File: src/rtl/zmips_wb_queue.sv
// Write-back queue in front of the zmips register file write port.
// In-order drain, one entry per cycle, with youngest-match read forwarding.
module zmips_wb_fwd #(
  parameter int DEPTH  = 4,
  parameter int DATA_W = 32
) (
  input  logic [DEPTH-1:0]             vld,   // index 0 is the oldest entry
  input  logic [DEPTH-1:0][4:0]        addr,
  input  logic [DEPTH-1:0][DATA_W-1:0] data,
  input  logic [4:0]                   rd_addr,
  output logic                         hit,
  output logic [DATA_W-1:0]            fwd_data
);
  always_comb begin
    hit      = 1'b0;
    fwd_data = '0;
    // Scanning oldest to youngest lets the last match win.
    for (int i = 0; i < DEPTH; i++) begin
      if (vld[i] && addr[i] == rd_addr && rd_addr != 5'd0 && rd_addr != 5'd31) begin
        hit      = 1'b1;
        fwd_data = data[i];
      end
    end
  end
endmodule

module zmips_wb_queue #(
  parameter int DEPTH  = 4,
  parameter int DATA_W = 32
) (
  input  logic                       clk,
  input  logic                       rst,
  input  logic                       enq_valid,
  input  logic [4:0]                 enq_addr,
  input  logic [DATA_W-1:0]          enq_data,
  output logic                       enq_ready,
  input  logic                       drain_hold,
  output logic                       wr,
  output logic [4:0]                 wr_addr,
  output logic [DATA_W-1:0]          wr_data,
  input  logic [4:0]                 rd_addr_0,
  input  logic [4:0]                 rd_addr_1,
  output logic                       fwd_hit_0,
  output logic                       fwd_hit_1,
  output logic [DATA_W-1:0]          fwd_data_0,
  output logic [DATA_W-1:0]          fwd_data_1,
  output logic [$clog2(DEPTH):0]     count,
  output logic                       full,
  output logic                       empty
);
  localparam int PTR_W = $clog2(DEPTH);
  localparam int CNT_W = PTR_W + 1;
  localparam int NUM_RD = 2;

  logic [DEPTH-1:0][4:0]        ent_addr;
  logic [DEPTH-1:0][DATA_W-1:0] ent_data;
  logic [DEPTH-1:0]             ent_vld;
  logic [PTR_W-1:0]             head, tail;
  logic                         push, pop;

  assign full      = (count == CNT_W'(DEPTH));
  assign empty     = (count == '0);
  assign enq_ready = !full;
  // Writes to r0 and r31 finish the handshake but never occupy a slot.
  assign push      = enq_valid && enq_ready && enq_addr != 5'd0 && enq_addr != 5'd31;
  assign pop       = wr;

  assign wr      = !empty && !drain_hold;
  assign wr_addr = empty ? '0 : ent_addr[head];
  assign wr_data = empty ? '0 : ent_data[head];

  always_ff @(posedge clk or posedge rst) begin
    if (rst) begin
      head    <= '0;
      tail    <= '0;
      count   <= '0;
      ent_vld <= '0;
    end else begin
      if (pop) begin
        ent_vld[head] <= 1'b0;
        head          <= head + 1'b1;
      end
      if (push) begin
        ent_vld[tail] <= 1'b1;
        tail          <= tail + 1'b1;
      end
      case ({push, pop})
        2'b10:   count <= count + 1'b1;
        2'b01:   count <= count - 1'b1;
        default: count <= count;
      endcase
    end
  end

  // Payload needs no reset; validity is tracked by ent_vld and count.
  always_ff @(posedge clk) begin
    if (push) begin
      ent_addr[tail] <= enq_addr;
      ent_data[tail] <= enq_data;
    end
  end

  logic [DEPTH-1:0]             ord_vld;
  logic [DEPTH-1:0][4:0]        ord_addr;
  logic [DEPTH-1:0][DATA_W-1:0] ord_data;

  for (genvar k = 0; k < DEPTH; k++) begin : g_rot
    assign ord_vld[k]  = ent_vld[head + PTR_W'(k)];
    assign ord_addr[k] = ent_addr[head + PTR_W'(k)];
    assign ord_data[k] = ent_data[head + PTR_W'(k)];
  end

  logic [NUM_RD-1:0][4:0]        rd_addr;
  logic [NUM_RD-1:0]             hit;
  logic [NUM_RD-1:0][DATA_W-1:0] fdata;

  assign rd_addr = {rd_addr_1, rd_addr_0};

  for (genvar p = 0; p < NUM_RD; p++) begin : g_fwd
    zmips_wb_fwd #(.DEPTH(DEPTH), .DATA_W(DATA_W)) u_fwd (
      .vld      (ord_vld),
      .addr     (ord_addr),
      .data     (ord_data),
      .rd_addr  (rd_addr[p]),
      .hit      (hit[p]),
      .fwd_data (fdata[p])
    );
  end

  assign fwd_hit_0  = hit[0];
  assign fwd_hit_1  = hit[1];
  assign fwd_data_0 = fdata[0];
  assign fwd_data_1 = fdata[1];
endmodule

File: config.mk
export PLATFORM = sky130hd
export DESIGN_NAME = zmips_wb_queue
export DESIGN_NICKNAME = d
export VERILOG_FILES = /design/src/rtl/zmips_wb_queue.sv
export SDC_FILE = /design/constraint.sdc
export NUM_CORES = 1
export LEC_CHECK = 0
export CAP_MARGIN = 20
export CORE_MARGIN = 5
export CORE_UTILIZATION = 45
export DETAILED_ROUTE_END_ITERATION = 7
export GPL_TIMING_DRIVEN = 1
export MAX_ROUTING_LAYER = met4
export PLACE_DENSITY = 0.74
export SYNTH_ARGS = -nofsm -noshare
export SYNTH_HDL_FRONTEND = slang
export SYNTH_HIERARCHICAL = 1
export SYNTH_SLANG_ARGS = --single-unit
export TNS_END_PERCENT = 10
File: constraint.sdc
create_clock -name clk -period 5.15 [get_ports clk]
set_input_delay 0.515 -clock clk [delete_from_list [all_inputs] [get_ports clk]]
set_output_delay 0.515 -clock clk [all_outputs]
set_load 0.1 [all_outputs]
Yosys cells after proc, flatten, opt, wreduce, memory -nomap -nowiden
Cells that the tools add are included.
- register bits: 159
- input port bits: 51
- output and inout bits: 110
- word-level logic and storage cells: 135
- add/subtract/negate cells: 6
- magnitude comparators: 7
- eq/ne operators: 14
- muxes and demuxes: 55
- bitwise logic cells: 3
- reductions and logical operators: 38
- operator list (kind ; number):
    2-to-1 mux 32 bit ; 14
    binary-select mux 32 bit (select 2 bit) ; 4
    bitwise mux 128 bit ; 1
    demux 32 bit (select 2 bit) ; 1
    binary-select mux 5 bit (select 2 bit) ; 4
    equality test 5 bit ; 8
    logical AND 1 bit ; 30
    2-to-1 mux 5 bit ; 6
    bitwise mux 20 bit ; 1
    less-than comparator 2 x 3 -> 1 bit, second input constant ; 5
    != test 5 bit, second input constant ; 3
    nonzero test 5 bit ; 3
    2-to-1 mux 1 bit ; 14
    demux 5 bit (select 2 bit) ; 1
    binary-select mux 1 bit (select 2 bit) ; 4
    2-to-1 mux 4 bit ; 2
    case mux 3 bit (2 select lines) ; 1
    adder 2 x 1 -> 2 bit, second input constant ; 2
    adder 2 bit, second input constant ; 2
    AND 4 bit ; 1
    demux 1 bit (select 2 bit) ; 2
    greater-or-equal comparator 2 x 1 -> 1 bit, second input constant ; 2
    inverter 4 bit ; 1
    OR 4 bit ; 1
    8 further kinds ; 10

Longest topological paths before layout
Gate-level depths: netlist of the first run.
- depth in word-level cells: 10
- depth in mapped cells: 17
- gate-level depth less buffers: 10

Hierarchy
Netlist of the first run, hierarchy kept.
- by module, submodules not included (module ; times used ; cells each ; area each (µm²) ; seq. area each (µm²)):
    zmips_wb_queue ; 1 ; 534 ; 8876.0 ; 4719.5
    zmips_wb_fwd ; 2 ; 269 ; 1529.0 ; 0.0

Least setup slack after synthesis of the first run
OpenSTA, ideal clock, no wires.
- kind: reg2out
- start point: register head[0]
- end point: output fwd_data_0[10]
- arrival: 4807 ps
- required time: 4635 ps
- slack: -172 ps
- cell stages (with the launch flop): 17
- buffers on the path: 8
- path through: dfrtp_1 buf_4 buf_4 buf_4 buf_4 inv_1 ha_1 clkbuf_1 buf_2 mux4_2 xnor2_1 nand4_1 or3_1 buf_2 clkbuf_1 a311oi_1 o21ai_1
- RTL lines (element ; RTL line ; RTL):
    start, declared ; 58 ; logic [PTR_W-1:0] head, tail;
    start signal, assigned ; 81 ; head <= head + 1'b1;
    end, declared ; 45 ; output logic [DATA_W-1:0] fwd_data_0,

==> results.md, run 1 <==
* Setup CP Type: reg -> out
* Cells after synthesis at 1072
* 1st-pass router iterations at 8
* Total global-route track usage at 0.255
* WL final at 38200 um
* WP data arrival at 4.32 ns
* Crit end category: output port
* DR vias at 10400
* Initial core utilization at 0.458
* Mean Syn Cell Area at 11.1 um^2
* Area leader, netlist: edfxtp_1
* Synth top area cells: edfxtp_1, mux4_2, a311oi_1
* Nets@finish at 1220
* Synth-to-layout area growth at 25.2%
* Worst-margin pin slew at 1.05 ns
* Worst Setup Start Kind: flop
* Worst-Skew Late Latency at 0.44 ns
* CTS root buf: clkbuf_16
* Setup violations, final at 0
* Die X-Extent at 173 um
* Post-synth EDFFs at 148
* Via density at 6.90
* Fin crit period at 4.83 ns
* Ys async rst share at 0.0692
* Fmax at 207 MHz
* Clock Path Buffers at 2
* Resized Gates After CTS at 0
* Top-count cell post-synth: edfxtp_1
* Status: finished clean
* CTS tree: yes
* Netlist cell types at 39
* Synth Register Bits at 159
* Share of the synthesized area in the top cell type at 0.372
* Syn. warnings at 6
* DP Wirelength at 24700 um
* Post-route ant nets at 0
* Vias in the first global route at 10300
* Layout cell share with drive strength beyond 1 at 0.253
* Drt first-iter violations at 1656
* Largest net degree at the start of global routing at 92
* Pins Over Slew Limit at 0
* Most frequent cells after synthesis: edfxtp_1, mux4_2, o21ai_1
* First-pass GRT wire length at 59400 um
* Hold Path Class: in -> async
* Final Skew at 0.0158 ns
* Core box area at 0.0261 mm^2
* Htree depth at 4
* R2R cell count at 5
* Post-CTS Setup Bufs at 0
* Reg clk slew, reported paths at 0.07 ns
* Residual DRC at 0
* Top_reg_cell synth: edfxtp_1
* CTS Hold Bufs at 0
* Die area at 0.0299 mm^2
* Die H at 173 um
* Wirelength per Cell at 25.3 um
* Final period utilization at 0.938
* Finished Cell Area at 0.0149 mm^2
* Rel. slew slack at 0.297
* Max-cap violation count at 0
* Ports at 161
* Initial antenna violation count at 1
* Required @ worst endpoint at 4.64 ns
* CTS Buf Count at 17
* Sequential fraction of the synthesis area at 0.395
* Syn Std Cell Area at 0.0119 mm^2
* I/O Buffers at 160
* Placed Instance Area at 0.0143 mm^2
* CP max FO at 91
* Final Hold Viols at 0
* Unrepaired setup endpoints after global routing: false
* Syn nets at 1133
* GPL Wtd Cong at 0.863
* Row cnt at 59
* CTS sink count at 159
* GRT overflow at 0
-- final cells by class --
type / count / area (um^2)
fill: 2072 / 11100
timing repair buffer: 191 / 2590
multi-input combinational: 776 / 6600
sequential: 159 / 4720
antenna: 1 / 2.50
clock inverter: 13 / 106
tap: 335 / 419
clock buffer: 19 / 443
inverter: 14 / 52.6
-- metrics by stage --
step | instances | TNS, ns | hold WS (ns) | setup WS, ns | utilization
after floorplan | 1072 | -9.36 | 0.367 | -0.172 | -
after CTS | 1505 | 0 | 0.392 | 0.358 | 0.572
after detailed placement | 1473 | 0 | 0.544 | 0.829 | 0.550
after global routing | 1508 | 0 | 0.423 | 0.118 | 0.573
final | 1508 | 0 | 0.374 | 0.318 | 0.573
after global placement | 1471 | 0 | 0.531 | 0.781 | 0.549
-- cell usage in the layout, fill, tap and decap left out, types with 6 or more instances in the layout --
| cell type | netlist | routed |
|---|---|---|
| buf_4 | 13 | 37 |
| dfrtp_1 | 11 | 9 |
| o21ai_2 | 0 | 6 |
| nand4_1 | 6 | 6 |
| o21ai_1 | 106 | 100 |
| edfxtp_1 | 148 | 148 |
| a311oi_1 | 64 | 64 |
| o21ai_0 | 23 | 23 |
| mux2_2 | 24 | 24 |
| nor4_1 | 8 | 8 |
| mux2i_1 | 26 | 24 |
| nor3_1 | 63 | 60 |
| nor2_1 | 49 | 49 |
| inv_1 | 14 | 14 |
| mux4_2 | 106 | 106 |
| clkbuf_16 | 0 | 17 |
| clkinvlp_4 | 0 | 6 |
| a21oi_1 | 46 | 46 |
| buf_12 | 0 | 77 |
| xnor2_1 | 27 | 25 |
| nand2_1 | 73 | 73 |
| clkdlybuf4s50_1 | 0 | 77 |
| nand3_1 | 62 | 62 |
| nor2b_1 | 37 | 37 |
| ha_1 | 9 | 8 |
| xor2_1 | 18 | 18 |
-- cell families after synthesis --
logic type | count (synthesis) | share of synthesized area
xor+xnor | 45 | 0.0330
fa+ha+maj | 10 | 0.0111
buf+inv | 137 | 0.0596
mux | 156 | 0.244
simple gates | 320 | 0.131
flops | 159 | 0.395
compound gates | 245 | 0.125
-- flip-flops by register name, summed over array words and instances, names as in the netlist --
name,cells
count,3
tail,2
ent_vld,4
ent_data,128
head,2
ent_addr,20
-- routing by layer --
layer  up-vias  global-route usage  share of wire
li1       4369                   -              -
met1      4945               0.334           0.36
met2       934               0.396           0.47
met3       164              0.0437           0.12
met4         0               0.110          0.041
met5         -                   -              0
-- critical path, stage by stage, from the launching register on --
cell and delay, ns:
dfrtp_4 0.42, buf_12 0.45, mux4_2 0.62, xor2_1 0.16, nor4_1 0.37, and4b_1 0.96, buf_4 0.39, nand2_1 0.10
o21ai_1 0.15, buf_12 0.21
-- worst paths after layout --
check / endpoint / slack [ns] / start
worst max-delay path: fwd_data_0[31] / 0.32 / head[0]$_DFFE_PP0N_
worst min-delay path: count[0]$_DFFE_PP0P_ / 0.37 / rst
worst max register to register: ent_data[72]$_DFFE_PP_ / 2.41 / count[2]$_DFFE_PP0P_
worst min register to register: count[2]$_DFFE_PP0P_ / 0.54 / count[2]$_DFFE_PP0P_
max in group asynchronous: head[0]$_DFFE_PP0N_ / 4.42 / rst
min in group clk: count[2]$_DFFE_PP0P_ / 0.54 / count[2]$_DFFE_PP0P_
Power of run 1 is not shown: default switching activity piles up to over one toggle a cycle in this logic, so the estimate is an artifact.
==> run 2, diff against run 1 <==
--- a/config.mk
+++ b/config.mk
@@ -7,11 +7,11 @@
 export LEC_CHECK = 0
 export CAP_MARGIN = 20
 export CORE_MARGIN = 5
-export CORE_UTILIZATION = 45
+export CORE_UTILIZATION = 42
 export DETAILED_ROUTE_END_ITERATION = 7
 export GPL_TIMING_DRIVEN = 1
 export MAX_ROUTING_LAYER = met4
-export PLACE_DENSITY = 0.74
+export PLACE_DENSITY = 0.71
 export SYNTH_ARGS = -nofsm -noshare
 export SYNTH_HDL_FRONTEND = slang
 export SYNTH_HIERARCHICAL = 1
==> results.md, run 2 (synthesized netlist as in run 1, its figures left out) <==
* Post-route ant nets at 0
* Largest regs: ent_data (128), ent_addr (20), ent_vld (4)
* Max-cap violation count at 0
* Core box area at 0.0279 mm^2
* Vias in the first global route at 10300
* Clock Path Buffers at 2
* Worst-path cell chain: inv_1 > ha_4 > mux4_2 > xnor2_1 > nand4_1 > or3_2 > buf_4 > a311oi_1 > o21ai_1 > buf_12
* CTS Buf Count at 17
* GRT overflow at 0
* Die area at 0.0319 mm^2
* CP max FO at 18
* Largest net degree at the start of global routing at 79
* Row cnt at 61
* Post-Layout Cell Count at 1560
* GPL Wtd Cong at 0.871
* Ports at 161
* Reg clk slew, reported paths at 0.07 ns
* Initial core utilization at 0.427
* Largest register FFs at 128
* CTS root buf: clkbuf_16
* Crit-path slowest cell: or3_2
* Layout cell share with drive strength beyond 1 at 0.246
* Total global-route track usage at 0.251
* Final period utilization at 0.961
* Status: finished clean
* DP Cell Count at 1525
* CP max stage delay at 0.69 ns
* Register with the most flip-flops: ent_data
* Fin crit period at 4.95 ns
* DR vias at 10400
* Via density at 6.69
* Hold Path Class: in -> async
* Highest-count cells in the layout ignoring fill and taps: edfxtp_1, mux4_2, o21ai_1, clkdlybuf4s50_1, nand2_1
* Worst Setup Start Kind: flop
* Residual DRC at 0
* Initial antenna violation count at 2
* Die H at 179 um
* Drt first-iter violations at 1666
* Fmax at 202 MHz
* Nets@finish at 1228
* CTS tree: yes
* Unrepaired setup endpoints after global routing: false
* CTS sink count at 159
* CTS Hold Bufs at 0
* Die X-Extent at 179 um
* Pins Over Slew Limit at 0
* End-of-flow core utilization at 0.537
* First-pass GRT wire length at 59700 um
* Final Skew at 0.0108 ns
* Setup CP Type: reg -> out
* Htree depth at 4
* WP data arrival at 4.44 ns
* Wirelength per Cell at 25.3 um
* Required @ worst endpoint at 4.64 ns
* I/O Buffers at 160
* Rel. slew slack at 0.310
* Worst-margin pin slew at 1.03 ns
* Fill cells at 2331
* 1st-pass router iterations at 7
* Worst-Skew Late Latency at 0.43 ns
* Commonest non-fill, non-tap cell in the layout: edfxtp_1
* DP Wirelength at 25300 um
* Setup violations, final at 0
* WL final at 39500 um
* Crit end category: output port
* Final Hold Viols at 0
* Synth-to-layout area growth at 25.7%
[run 2: cell types whose count changed in the layout (fill, tap and decap cells not counted), sizes merged]
cell	change
buf	-7
clkdlybuf4s50	+15
clkinv	+6
clkinvlp	-6
bufinv	+2
inv	-2
diode	+1
[run 2: timing repair]
item / 4_1_cts / 5_1_grt
resized for setup: 0 / 1
setup endpoints to repair: 0 / 24
setup buffers: 0 / 1
[run 2: worst paths after layout]
check | start | endpoint | slack (ns) | cells past startpoint
max reg2reg | count[2]$_DFFE_PP0P_ | ent_data[15]$_DFFE_PP_ | 2.40 | 6
min in group clk | count[2]$_DFFE_PP0P_ | count[2]$_DFFE_PP0P_ | 0.56 | 1
max | head[0]$_DFFE_PP0N_ | fwd_data_1[14] | 0.20 | 10
max in group asynchronous | rst | head[0]$_DFFE_PP0N_ | 4.30 | 2
min | rst | count[2]$_DFFE_PP0P_ | 0.43 | 2
min reg2reg | count[2]$_DFFE_PP0P_ | count[2]$_DFFE_PP0P_ | 0.56 | 1
[run 2: through the flow]
step | hold slack [ns] | instance area, um^2 | setup WS (ns) | TNS (ns)
3_5_place_dp | 0.544 | 14400 | 0.618 | 0
2_1_floorplan | 0.367 | 12000 | -0.172 | -9.36
5_1_grt | 0.480 | 15000 | 0.0569 | 0
6_report | 0.427 | 15000 | 0.199 | 0
4_1_cts | 0.415 | 15000 | 0.0509 | 0
3_3_place_gp | 0.546 | 14400 | 0.627 | 0
[run 2: final cells by class]
cell class,instances,area (um^2),share of cell area
flip-flops and latches,159,4720,0.315
well taps,378,473,0.0315
repair buffers,199,2570,0.171
diodes,2,5.00,0.000334
clock buffers,19,433,0.0289
inverters,14,52.6,0.00350
multi-input cells,776,6600,0.440
clock inverters,13,139,0.00926
[run 2: worst max-delay path: cells and delay by family (launching register included)]
kind / cells / cell delay, ns
mux: 1 / 0.58
compound gates: 2 / 0.58
buf+inv: 3 / 0.72
fa+ha+maj: 1 / 0.46
xor+xnor: 1 / 0.18
flops: 1 / 0.59
simple gates: 2 / 0.87
[run 2: metal layers]
metal,track usage,share of wire
met1,0.326,0.37
met3,0.0632,0.13
met4,0.0972,0.034
met2,0.383,0.46
met5,-,0
Power of run 2 is left out for the same reason.
==> run 3, diff against run 2 <==
--- a/config.mk
+++ b/config.mk
@@ -9,9 +9,10 @@
 export CORE_MARGIN = 5
 export CORE_UTILIZATION = 42
 export DETAILED_ROUTE_END_ITERATION = 7
+export DONT_BUFFER_PORTS = 1
 export GPL_TIMING_DRIVEN = 1
 export MAX_ROUTING_LAYER = met4
-export PLACE_DENSITY = 0.71
+export PLACE_DENSITY = 0.63
 export SYNTH_ARGS = -nofsm -noshare
 export SYNTH_HDL_FRONTEND = slang
 export SYNTH_HIERARCHICAL = 1
==> results.md, run 3 (synthesized netlist as in run 1, its figures left out) <==
* Status: finished with violations
* Failing checks: hold timing
* WP data arrival at 4.29 ns
* Setup violations, final at 0
* Nets@finish at 1153
* Drt first-iter violations at 1294
* CP max stage delay at 0.70 ns
* Post-CTS Setup Bufs at 0
* GRT overflow at 0
* CP Buf/Inv Count at 4
* Vias in the first global route at 9854
* Finished Cell Area at 0.0145 mm^2
* Die area at 0.0319 mm^2
* CP Depth at 9
* Resized Gates After CTS at 0
* Htree depth at 4
* Setup CP Type: reg -> out
* Residual DRC at 0
* Rel. slew slack at 0.228
* Fill cells at 2396
* CTS Buf Count at 17
* Worst-margin pin slew at 1.15 ns
* Worst Setup Start Kind: flop
* Fin crit period at 4.81 ns
* Initial antenna violation count at 0
* Die X-Extent at 179 um
* CP max FO at 47
* Register with the most flip-flops: ent_data
* Most Frequent Cell on Critical Path: buf_4
* Crit-path slowest cell: buf_4
* GPL Wtd Cong at 0.875
* R2R cell count at 6
* Wirelength per Cell at 25.2 um
* Reg clk slew, reported paths at 0.07 ns
* Worst-path cell chain: buf_4 > buf_4 > mux4_2 > nand2_1 > or3_1 > buf_4 > a311oi_1 > o21ai_2 > buf_12
* CTS sink count at 159
* Top delay family on crit path: buffers and inverters
* Layout cell share with drive strength beyond 1 at 0.367
* CTS root buf: clkbuf_16
* Pins Over Slew Limit at 0
* Largest register FFs at 128
* Final Hold Viols at 4
* Unrepaired setup endpoints after global routing: false
* Total global-route track usage at 0.242
* Largest regs: ent_data (128), ent_addr (20), ent_vld (4)
* I/O Buffers at 0
* Crit end category: output port
* DP Wirelength at 24800 um
* DR vias at 9832
* Final period utilization at 0.934
* Max-cap violation count at 0
* Post-route ant nets at 0
* Hold Path Class: in -> async
* Core box area at 0.0279 mm^2
* Commonest non-fill, non-tap cell in the layout: edfxtp_1
* Required @ worst endpoint at 4.64 ns
* CTS Hold Bufs at 0
* Die H at 179 um
* Final hold slack at -0.00420 ns
* Placed Instance Area at 0.0139 mm^2
* Largest net degree at the start of global routing at 61
* Row cnt at 61
* Synth-to-layout area growth at 21.6%
* CTS tree: yes
* Final Skew at 0.0112 ns
* Worst-Skew Late Latency at 0.43 ns
* Diode count at 0
* Initial core utilization at 0.427
* Highest-count cells in the layout ignoring fill and taps: edfxtp_1, mux4_2, nand2_1, buf_12
* First-pass GRT wire length at 57600 um
* Ports at 161
* Clock Path Buffers at 2
* Via density at 6.63
* 1st-pass router iterations at 6
* Fmax at 208 MHz
* WL final at 37400 um
[run 3: cell types whose count changed in the layout (fill, tap and decap cells not counted), sizes merged, moves of 2 or more]
cell / previous run / this run
clkinv: 9 / 3
inv: 16 / 20
clkdlybuf4s50: 92 / 0
buf: 107 / 124
diode: 2 / 0
clkinvlp: 0 / 4
[run 3: final cells by class]
type	count	area [um^2]	share of cell area
Sequential cell	159	4720	0.326
Clock buffer	18	429	0.0296
Timing Repair Buffer	124	1770	0.122
Tap cell	378	473	0.0326
Clock inverter	14	131	0.00905
Multi-Input combinational cell	776	6930	0.477
Inverter	14	52.6	0.00362
[run 3: through the flow]
step / util / std cells / setup TNS [ns] / worst slack, ns
floorplan: - / 1072 / -9.36 / -0.172
detailed placement: 0.499 / 1451 / 0 / 0.571
finish: 0.519 / 1483 / 0 / 0.340
CTS: 0.519 / 1483 / 0 / 0.109
global placement: 0.498 / 1450 / 0 / 0.557
global route: 0.519 / 1483 / 0 / 0.101
[run 3: path summary, 6_finish.rpt]
kind,startpoint,endpoint,slack [ns]
max,head[0]$_DFFE_PP0N_,fwd_data_1[3],0.34
min,rst,count[2]$_DFFE_PP0P_,-0.004
max reg2reg,count[2]$_DFFE_PP0P_,ent_data[63]$_DFFE_PP_,1.40
min reg2reg,ent_vld[1]$_DFF_PP0_,ent_vld[1]$_DFF_PP0_,0.57
max in group asynchronous,rst,head[0]$_DFFE_PP0N_,4.76
min in group clk,enq_data[6],ent_data[70]$_DFFE_PP_,0.17
[run 3: metal layers]
| metal | GRT usage | vias to the layer above | share of wire |
|---|---|---|---|
| met3 | 0.0712 | 127 | 0.12 |
| met2 | 0.384 | 720 | 0.48 |
| met1 | 0.297 | 4743 | 0.36 |
| met4 | 0.0847 | 0 | 0.031 |
| li1 | - | 4242 | - |
| met5 | - | - | 0 |
Power of run 3 is left out for the same reason.
